**src/rtl/branch_predictor_if.sv**
```systemverilog
// Fetch-stage BTB interface: lookup request/response plus the execute-side update port.
// The master side is the pipeline. The slave side is the BTB.
interface branch_predictor_if #(
    parameter int XLEN = 32
);
    logic [XLEN-1:0] fetch_pc;
    logic [XLEN-1:0] branch_addr;
    logic            prediction;
    logic            update_en;
    logic [XLEN-1:0] update_pc;
    logic [XLEN-1:0] update_target;

    modport master (
        output fetch_pc,
        output update_en,
        output update_pc,
        output update_target,
        input  branch_addr,
        input  prediction
    );

    modport slave (
        input  fetch_pc,
        input  update_en,
        input  update_pc,
        input  update_target,
        output branch_addr,
        output prediction
    );
endinterface

```
**src/rtl/branch_predictor.sv**
```systemverilog
// Fully associative branch target buffer with true-LRU replacement.
// Lookup is combinational. Updates land on the rising edge.
module branch_predictor #(
    parameter int ENTRIES = 4,
    parameter int XLEN    = 32
) (
    input  logic             clk,
    input  logic             rst_n,
    branch_predictor_if.slave bp
);
    localparam int AW = $clog2(ENTRIES);

    logic [ENTRIES-1:0] r_valid;
    logic [XLEN-1:0]    r_tag [ENTRIES];
    logic [XLEN-1:0]    r_tgt [ENTRIES];
    logic [AW-1:0]      r_age [ENTRIES];

    logic            w_hit;
    logic [XLEN-1:0] w_hit_tgt;
    logic            w_match;
    logic [AW-1:0]   w_match_idx;
    logic            w_inv;
    logic [AW-1:0]   w_inv_idx;
    logic [AW-1:0]   w_lru_idx;
    logic [AW-1:0]   w_wr_idx;
    logic [AW-1:0]   w_old_age;

    always_comb begin
        w_hit     = 1'b0;
        w_hit_tgt = '0;
        for (int i = 0; i < ENTRIES; i++) begin
            if (r_valid[i] && (r_tag[i] == bp.fetch_pc)) begin
                w_hit     = 1'b1;
                w_hit_tgt = r_tgt[i];
            end
        end
    end

    assign bp.prediction  = w_hit;
    assign bp.branch_addr = w_hit ? w_hit_tgt : (bp.fetch_pc + XLEN'(4));

    // Descending scan, so the lowest-index invalid entry wins the allocation.
    always_comb begin
        w_match     = 1'b0;
        w_match_idx = '0;
        w_inv       = 1'b0;
        w_inv_idx   = '0;
        w_lru_idx   = '0;
        for (int i = ENTRIES - 1; i >= 0; i--) begin
            if (!r_valid[i]) begin
                w_inv     = 1'b1;
                w_inv_idx = AW'(i);
            end
            if (r_age[i] == AW'(ENTRIES - 1)) begin
                w_lru_idx = AW'(i);
            end
            if (r_valid[i] && (r_tag[i] == bp.update_pc)) begin
                w_match     = 1'b1;
                w_match_idx = AW'(i);
            end
        end
        w_wr_idx  = w_match ? w_match_idx : (w_inv ? w_inv_idx : w_lru_idx);
        w_old_age = r_age[w_wr_idx];
    end

    always_ff @(posedge clk or negedge rst_n) begin
        if (!rst_n) begin
            for (int i = 0; i < ENTRIES; i++) begin
                r_valid[i] <= 1'b0;
                r_age[i]   <= AW'(i);
            end
        end else if (bp.update_en) begin
            r_valid[w_wr_idx] <= 1'b1;
            for (int i = 0; i < ENTRIES; i++) begin
                if (AW'(i) == w_wr_idx) begin
                    r_age[i] <= '0;
                end else if (r_age[i] < w_old_age) begin
                    r_age[i] <= r_age[i] + AW'(1);
                end
            end
        end
    end

    // Tag/target need no reset: an entry is only observed while its valid bit is set.
    always_ff @(posedge clk) begin
        if (bp.update_en) begin
            r_tag[w_wr_idx] <= bp.update_pc;
            r_tgt[w_wr_idx] <= bp.update_target;
        end
    end
endmodule

```
**src/flat_wrapper.sv**
```systemverilog
// flat-port wrapper written by rule: the top's interface ports become plain ports
module branch_predictor_flat 
#(
    parameter int ENTRIES = 4,
    parameter int XLEN    = 32
)
  (clk, rst_n, bp_fetch_pc, bp_update_en, bp_update_pc, bp_update_target, bp_branch_addr, bp_prediction);
  branch_predictor_if #(.XLEN(XLEN)) bp_i ();
  input  logic clk;
  input  logic rst_n;
  input wire logic [$bits(bp_i.fetch_pc)-1:0] bp_fetch_pc;
  input wire logic [$bits(bp_i.update_en)-1:0] bp_update_en;
  input wire logic [$bits(bp_i.update_pc)-1:0] bp_update_pc;
  input wire logic [$bits(bp_i.update_target)-1:0] bp_update_target;
  output wire logic [$bits(bp_i.branch_addr)-1:0] bp_branch_addr;
  output wire logic [$bits(bp_i.prediction)-1:0] bp_prediction;
  assign bp_i.fetch_pc = bp_fetch_pc;
  assign bp_i.update_en = bp_update_en;
  assign bp_i.update_pc = bp_update_pc;
  assign bp_i.update_target = bp_update_target;
  assign bp_branch_addr = bp_i.branch_addr;
  assign bp_prediction = bp_i.prediction;
  branch_predictor #(.ENTRIES(ENTRIES), .XLEN(XLEN)) u_core (.clk(clk), .rst_n(rst_n), .bp(bp_i));
endmodule
```
**config.mk**
```make
export PLATFORM = sky130hd
export DESIGN_NAME = branch_predictor_flat
export DESIGN_NICKNAME = d
export VERILOG_FILES = /design/src/rtl/branch_predictor_if.sv /design/src/rtl/branch_predictor.sv /design/src/flat_wrapper.sv
export SDC_FILE = /design/constraint.sdc
export NUM_CORES = 1
export LEC_CHECK = 0
export ABC_CLOCK_PERIOD_IN_PS = 9600
export CAP_MARGIN = 5
export CORE_MARGIN = 10
export CORE_UTILIZATION = 35
export CTS_BUF_LIST = sky130_fd_sc_hd__clkbuf_2 sky130_fd_sc_hd__clkbuf_4 sky130_fd_sc_hd__clkbuf_8
export DETAILED_ROUTE_END_ITERATION = 10
export PLACE_DENSITY = 0.55
export SYNTH_ARGS = -nofsm -noshare
export SYNTH_HDL_FRONTEND = slang
export SYNTH_SLANG_ARGS = --single-unit
```
**constraint.sdc**
```tcl
create_clock -name clk -period 9.6 [get_ports clk]
set_clock_uncertainty 0.05 [all_clocks]
set_input_delay 2.4 -clock clk [delete_from_list [all_inputs] [get_ports clk]]
set_output_delay 2.4 -clock clk [all_outputs]
set_load 0.01 [all_outputs]
```
### After elaboration in Yosys (flattened, before gate mapping)

Memory sizes are Yosys's and may differ from the RTL's.
Index checks and enable logic that the tools add are counted.

| cells by class | value |
|---|---|
| add/sub/neg operators | 5 |
| $lt $le $gt $ge | 7 |
| eq/ne operators | 15 |
| muxes and demuxes | 46 |
| bitwise gates (word level) | 2 |
| reduce and logical (&&, ||, !) cells | 18 |

Operators by type and width:

| operator | count |
|---|---|
| $eq 32x32->1 | 8 |
| $mux 32 | 5 |
| $mux 2 | 24 |
| $add 32x3->32 const B | 1 |
| $mux 1 | 15 |
| $logic_and 1x1->1 | 9 |
| $add 2x1->2 const B | 4 |
| $eq 2x2->1 const B | 4 |
| $lt 2x2->1 | 4 |
| $reduce_and 2->1 | 4 |
| $reduce_bool 2->1 | 4 |
| $bmux 2 s2 | 1 |
| $eq 2x2->1 const A | 2 |
| $or 4x4->4 | 1 |
| $ge 3x3->1 const B | 1 |
| $lt 2x3->1 const B | 1 |
| $not 2->3 | 1 |
| $demux 1 s2 | 1 |
| $eq 1x2->1 const A | 1 |
| $ge 2x1->1 const B | 1 |
| $logic_not 2->1 | 1 |

| storage, ports and cells | value |
|---|---|
| register bits after elaboration | 12 |
| memory bits (writable) | 256 |
| input bits | 99 |
| output and inout bits | 33 |
| logic and storage cells | 100 |
| memories kept | 2 |

Memory list:

| memory | depth | bits a word | read ports | clocked after memory_dff | write ports | RTL line | text |
|---|---|---|---|---|---|---|---|
| u_core.r_tag | 4 | 32 | 4 | 0 | 1 | branch_predictor.sv:14 | `logic [XLEN-1:0] r_tag [ENTRIES];` |
| u_core.r_tgt | 4 | 32 | 4 | 0 | 1 | branch_predictor.sv:15 | `logic [XLEN-1:0] r_tgt [ENTRIES];` |

### Logic depth before layout (Yosys ltp)

| depth | value |
|---|---|
| word-level depth | 14 |
| mapped depth | 13 |

### Least setup slack after synthesis

OpenSTA, ideal clock, no wires.

| path | value |
|---|---|
| kind | input to register |
| start | input port bp_update_pc[17] |
| end | register u_core.r_valid[3] |
| setup time | 107 ps |
| arrival time | 10735 ps |
| slack | -1292 ps |
| stages on the path | 7 |
| path buffers | 0 |
| cells stage by stage | xnor2_1 nand4_1 nor4_1 and4_1 a41oi_1 nor4b_1 or2_2 |

| between the ends | value |
|---|---|
| longest elaborated chain between the ends | 12 |

Ends and longest elaborated chain:

| item | RTL line | text |
|---|---|---|
| from (decl) | flat_wrapper.sv:13 | `input wire logic [$bits(bp_i.update_pc)-1:0] bp_update_pc;` |
| $eq 32x32->1 | branch_predictor.sv:57 | `if (r_valid[i] && (r_tag[i] == bp.update_pc)) begin` |
| $logic_and 1x1->1 | branch_predictor.sv:57 |  |
| $mux 2 or $mux 1 (tied branches) (4 in series) | branch_predictor.sv:57 |  |
| $mux 2 (*) | branch_predictor.sv:62 | `w_wr_idx = w_match ? w_match_idx : (w_inv ? w_inv_idx : w_lru_idx);` |
| $lt 2x3->1 (implied by the code) or $ge 2x1->1 (tied branches) | branch_predictor.sv:73 | `r_valid[w_wr_idx] <= 1'b1;` |
| $logic_and 1x1->1 (implied by the code) | branch_predictor.sv:73 |  |
| $mux 1 (implied by the code) | branch_predictor.sv:73 |  |
| $demux 1 s2 (*) | - |  |
| $or 4x4->4 (no source line) (*) | - |  |
| to (signal, indexed assignment) | branch_predictor.sv:69 | `r_valid[i] <= 1'b0;` |
| to (signal, indexed assignment) | branch_predictor.sv:73 |  |
| to (decl) | branch_predictor.sv:13 | `logic [ENTRIES-1:0] r_valid;` |

Every way passes the cells marked *; elsewhere a longest branch is shown, timed or not.
A chain may end at the register's enable or synchronous reset.

### Final worst setup path

| path | value |
|---|---|
| start | input port bp_fetch_pc[9] |
| end | output port bp_branch_addr[23] |

| between the ends | value |
|---|---|
| longest elaborated chain between the ends | 7 |

Ends and longest elaborated chain:

| item | RTL line | text |
|---|---|---|
| from (decl) | flat_wrapper.sv:11 | `input wire logic [$bits(bp_i.fetch_pc)-1:0] bp_fetch_pc;` |
| branches (longest 6 deep; another with $add 32x3->32) | - |  |
| $mux 32 (*) | branch_predictor.sv:40 | `assign bp.branch_addr = w_hit ? w_hit_tgt : (bp.fetch_pc + XLEN'(4));` |
| to (decl) | flat_wrapper.sv:15 | `output wire logic [$bits(bp_i.branch_addr)-1:0] bp_branch_addr;` |

Mark *: on every way between the ends.

==> flow_summary.ini <==
[drt]
wl_met3_mm = 3.14
topRoutingLayerUsed = met5
wl_met2_mm = 20.7
routedWlPerCell_um = 25.3
drt-met1-wl_mm = 19.2
vias_per_cell = 5.27
postRouteAntennaNets = 0
remaining_drc_errors = 0
routed_wl_mm = 44.2
drtPass1Iterations = 5
dr.first_iter.drc_count = 664
vias = 9209

[clock_tree]
cts_sinks = 268
cts_buffers = 47
cts-htree-levels = 2
clockBufferDepth = 3
holdBufCountCts = 0
insertion_delay_ns = 0.60
post_cts_buffers = 0
tritoncts = done
clockRootBuffer = clkbuf_8
clkSlewWorstSetupHoldPaths_ns = 0.06
ctsResizeCount = 0

[sta]
maxSlewHeadroom_pct = 29.6
tns_ns = 0
setup_violations = 0
finalHoldViolCount = 0
rsz0062_at_grt = false
finalCriticalPeriod_ns = 8.91
tightestPinTransition_ns = 1.06
maxSlewViolCount = 0
fmax_mhz = 112
fin_crit_sh_pct = 92.8

[layout]
stdcell_area_um2 = 16300
final_util_pct = 43.1
multi_input_area_um2 = 5180
final_cells = 1748
num-fill-cells = 3604
drive_gt1_share_pct = 10.2
regArea_um2 = 7990
syn2layout_area_growth_pct = 20.9
layout.nets = 1309

[placed_design]
gp_congestion = 0.976
dp.cells = 1667
dpl-instance-area_um2 = 15400
numPortBuffers = 131
dp_hpwl_mm = 31.9

[worst_setup_path]
rr_worst_depth = 8
worstReg2RegEnd = u_core.r_tgt[1][17]
critPathRequiredTime_ns = 7.15
worstPathMaxFanout = 19
worstSetupStartpointType = input pin
r2r-start = u_core.r_tag[1][30]
crit_start = bp_fetch_pc[9]
crit_type = input pin to output pin
crit_arrival_ns = 6.46
end_kind = output pin
r2r_slack_ns = 5.61

[die]
fp-row-count = 71
dieArea_um2 = 46900
start_util_pct = 35.7
ioPinCount = 132
die_w_um = 216
core_um2 = 37800
die_h_um = 216

[global_route]
gr-total-overflow = 0
antenna_found_initial = 5
grt_pass1_wl_mm = 64.0
grt_pass1_vias = 9314
track_usage_pct = 18.4
grt_max_degree = 66

[job]
cap_violations = 0

[synth]
synthFlopType = edfxtp_1
netlist_instances = 1064
syn_area_per_cell_um2 = 12.7
netlist_area_um2 = 13500
synth_seq_cells = 268
synth_fp_nets = 1168
yosysSeqAreaShare_pct = 59.2
synth-edff-count = 256
synth_cell_types = 52
ys_warn_count = 0
postSynth.asyncResetShare_pct = 4.48

[worst_hold_path]
min_delay_worst_endpoint = u_core.r_age[1]
min_from = u_core.r_age[1]
whs_path_depth = 2
holdCritPathClass = register to register

[pwr]
vdd_ir_drop_max_v = 0.000114
power_density_nw_per_um2 = 239
p_leak_nw = 5.49

[outcome]
run_status = finished clean
==> cells in the final DEF (no fill, tap or decap), types with 15 or more instances in the layout <==
cell type,Yosys,final
buf_4,0,19
nor4_1,49,49
xnor2_1,115,115
nor2_1,15,15
clkbuf_8,0,47
xor2_1,168,168
nor3_1,18,16
mux2_2,17,17
inv_1,30,28
clkbuf_4,0,16
mux2i_1,17,17
nand2_1,62,62
nand3_1,47,47
o21ai_0,39,39
o211ai_1,30,30
nand4_1,34,34
clkdlybuf4s50_1,0,131
edfxtp_1,256,256
==> layout make-up <==
| cell class | instances | share of cell area (%) |
|---|---|---|
| antenna | 1 | 0.0153 |
| multi-input combinational | 706 | 31.7 |
| timing repair buffer | 152 | 9.15 |
| clock buffer | 63 | 4.70 |
| sequential | 268 | 49.0 |
| inverter | 30 | 0.690 |
| tap | 511 | 3.92 |
| clock inverter | 17 | 0.843 |
==> registers in the layout, summed over array words and instances, names as in the netlist <==
register	flops
u_core.r_valid	4
u_core.r_tgt	128
u_core.r_age	8
u_core.r_tag	128
==> metal layers <==
layer | track usage (%) | vias up
met5 | 0 | -
met4 | 5.45 | 8
met3 | 4.69 | 83
met2 | 29.5 | 330
met1 | 24.0 | 4592
li1 | - | 4196
==> critical path: stages <==
cell and delay, ns:
clkdlybuf4s50_1 0.65, xnor2_1 0.44, nand4_1 0.14, nor4_1 0.29, nand4_1 0.14, or4_2 0.69
nor2b_1 0.27, and3b_1 0.44, inv_1 0.27, o21ai_0 0.20, clkdlybuf4s50_1 0.53
==> cells by family after synthesis <==
family	count (synthesis)	synth area share [%]
compound gates	107	5.14
xor+xnor	283	18.3
fa+ha+maj	5	0.463
buf+inv	90	2.71
flops	268	59.2
mux	34	2.68
simple gates	277	11.5
==> worst max-delay path by stage <==
stage / endpoint / slack (ns)
5_1_grt: bp_branch_addr[23] / 0.33
2_1_floorplan: u_core.r_valid[2] / 0.52
3_5_place_dp: bp_branch_addr[23] / 0.72
6_report: bp_branch_addr[23] / 0.69
3_3_place_gp: bp_branch_addr[23] / 0.69
4_1_cts: bp_branch_addr[23] / 0.70
==> stage by stage <==
stage | total power, mW | hold slack (ns) | setup WS [ns]
final | 3.90 | 0.535 | 0.693
after global routing | 4.10 | 0.570 | 0.331
after CTS | 3.94 | 0.534 | 0.696
after detailed placement | 2.87 | 0.522 | 0.718
after global placement | 2.87 | 0.512 | 0.688
after floorplan | 2.48 | 0.457 | 0.518
==> cells in the mapped netlist (3+ instances only) <==
| cell | instances | area share (%) |
|---|---|---|
| o31ai_1 | 6 | 0.33 |
| ha_1 | 5 | 0.46 |
| nand3_1 | 47 | 1.7 |
| o211ai_1 | 30 | 1.7 |
| a21oi_1 | 12 | 0.44 |
| nand4b_1 | 5 | 0.32 |
| and4_1 | 7 | 0.45 |
| o311ai_0 | 7 | 0.45 |
| xor2_1 | 168 | 11 |
| nand2b_1 | 9 | 0.42 |
| mux2_2 | 17 | 1.4 |
| nor2b_1 | 4 | 0.19 |
| edfxtp_1 | 256 | 57 |
| xnor2_1 | 115 | 7.5 |
| clkbuf_1 | 45 | 1.3 |
| or2_2 | 3 | 0.14 |
| dfrtp_1 | 8 | 1.5 |
| buf_2 | 11 | 0.41 |
| dfstp_2 | 4 | 0.78 |
| and3_1 | 6 | 0.28 |
| nor2_1 | 15 | 0.42 |
| inv_1 | 30 | 0.83 |
| nand4_1 | 34 | 1.6 |
| nor4b_1 | 3 | 0.19 |
| mux2i_1 | 17 | 1.3 |
| nand2_1 | 62 | 1.7 |
| nor3_1 | 18 | 0.67 |
| o21ai_0 | 39 | 1.4 |
| nor4_1 | 49 | 2.3 |
==> power breakdown <==
| part | switching, mW | internal [mW] |
|---|---|---|
| Clock | 0.478 | 0.571 |
| Combinational | 0.651 | 0.346 |
| Sequential | 0.184 | 1.67 |
(Power assumes the default switching activity.)
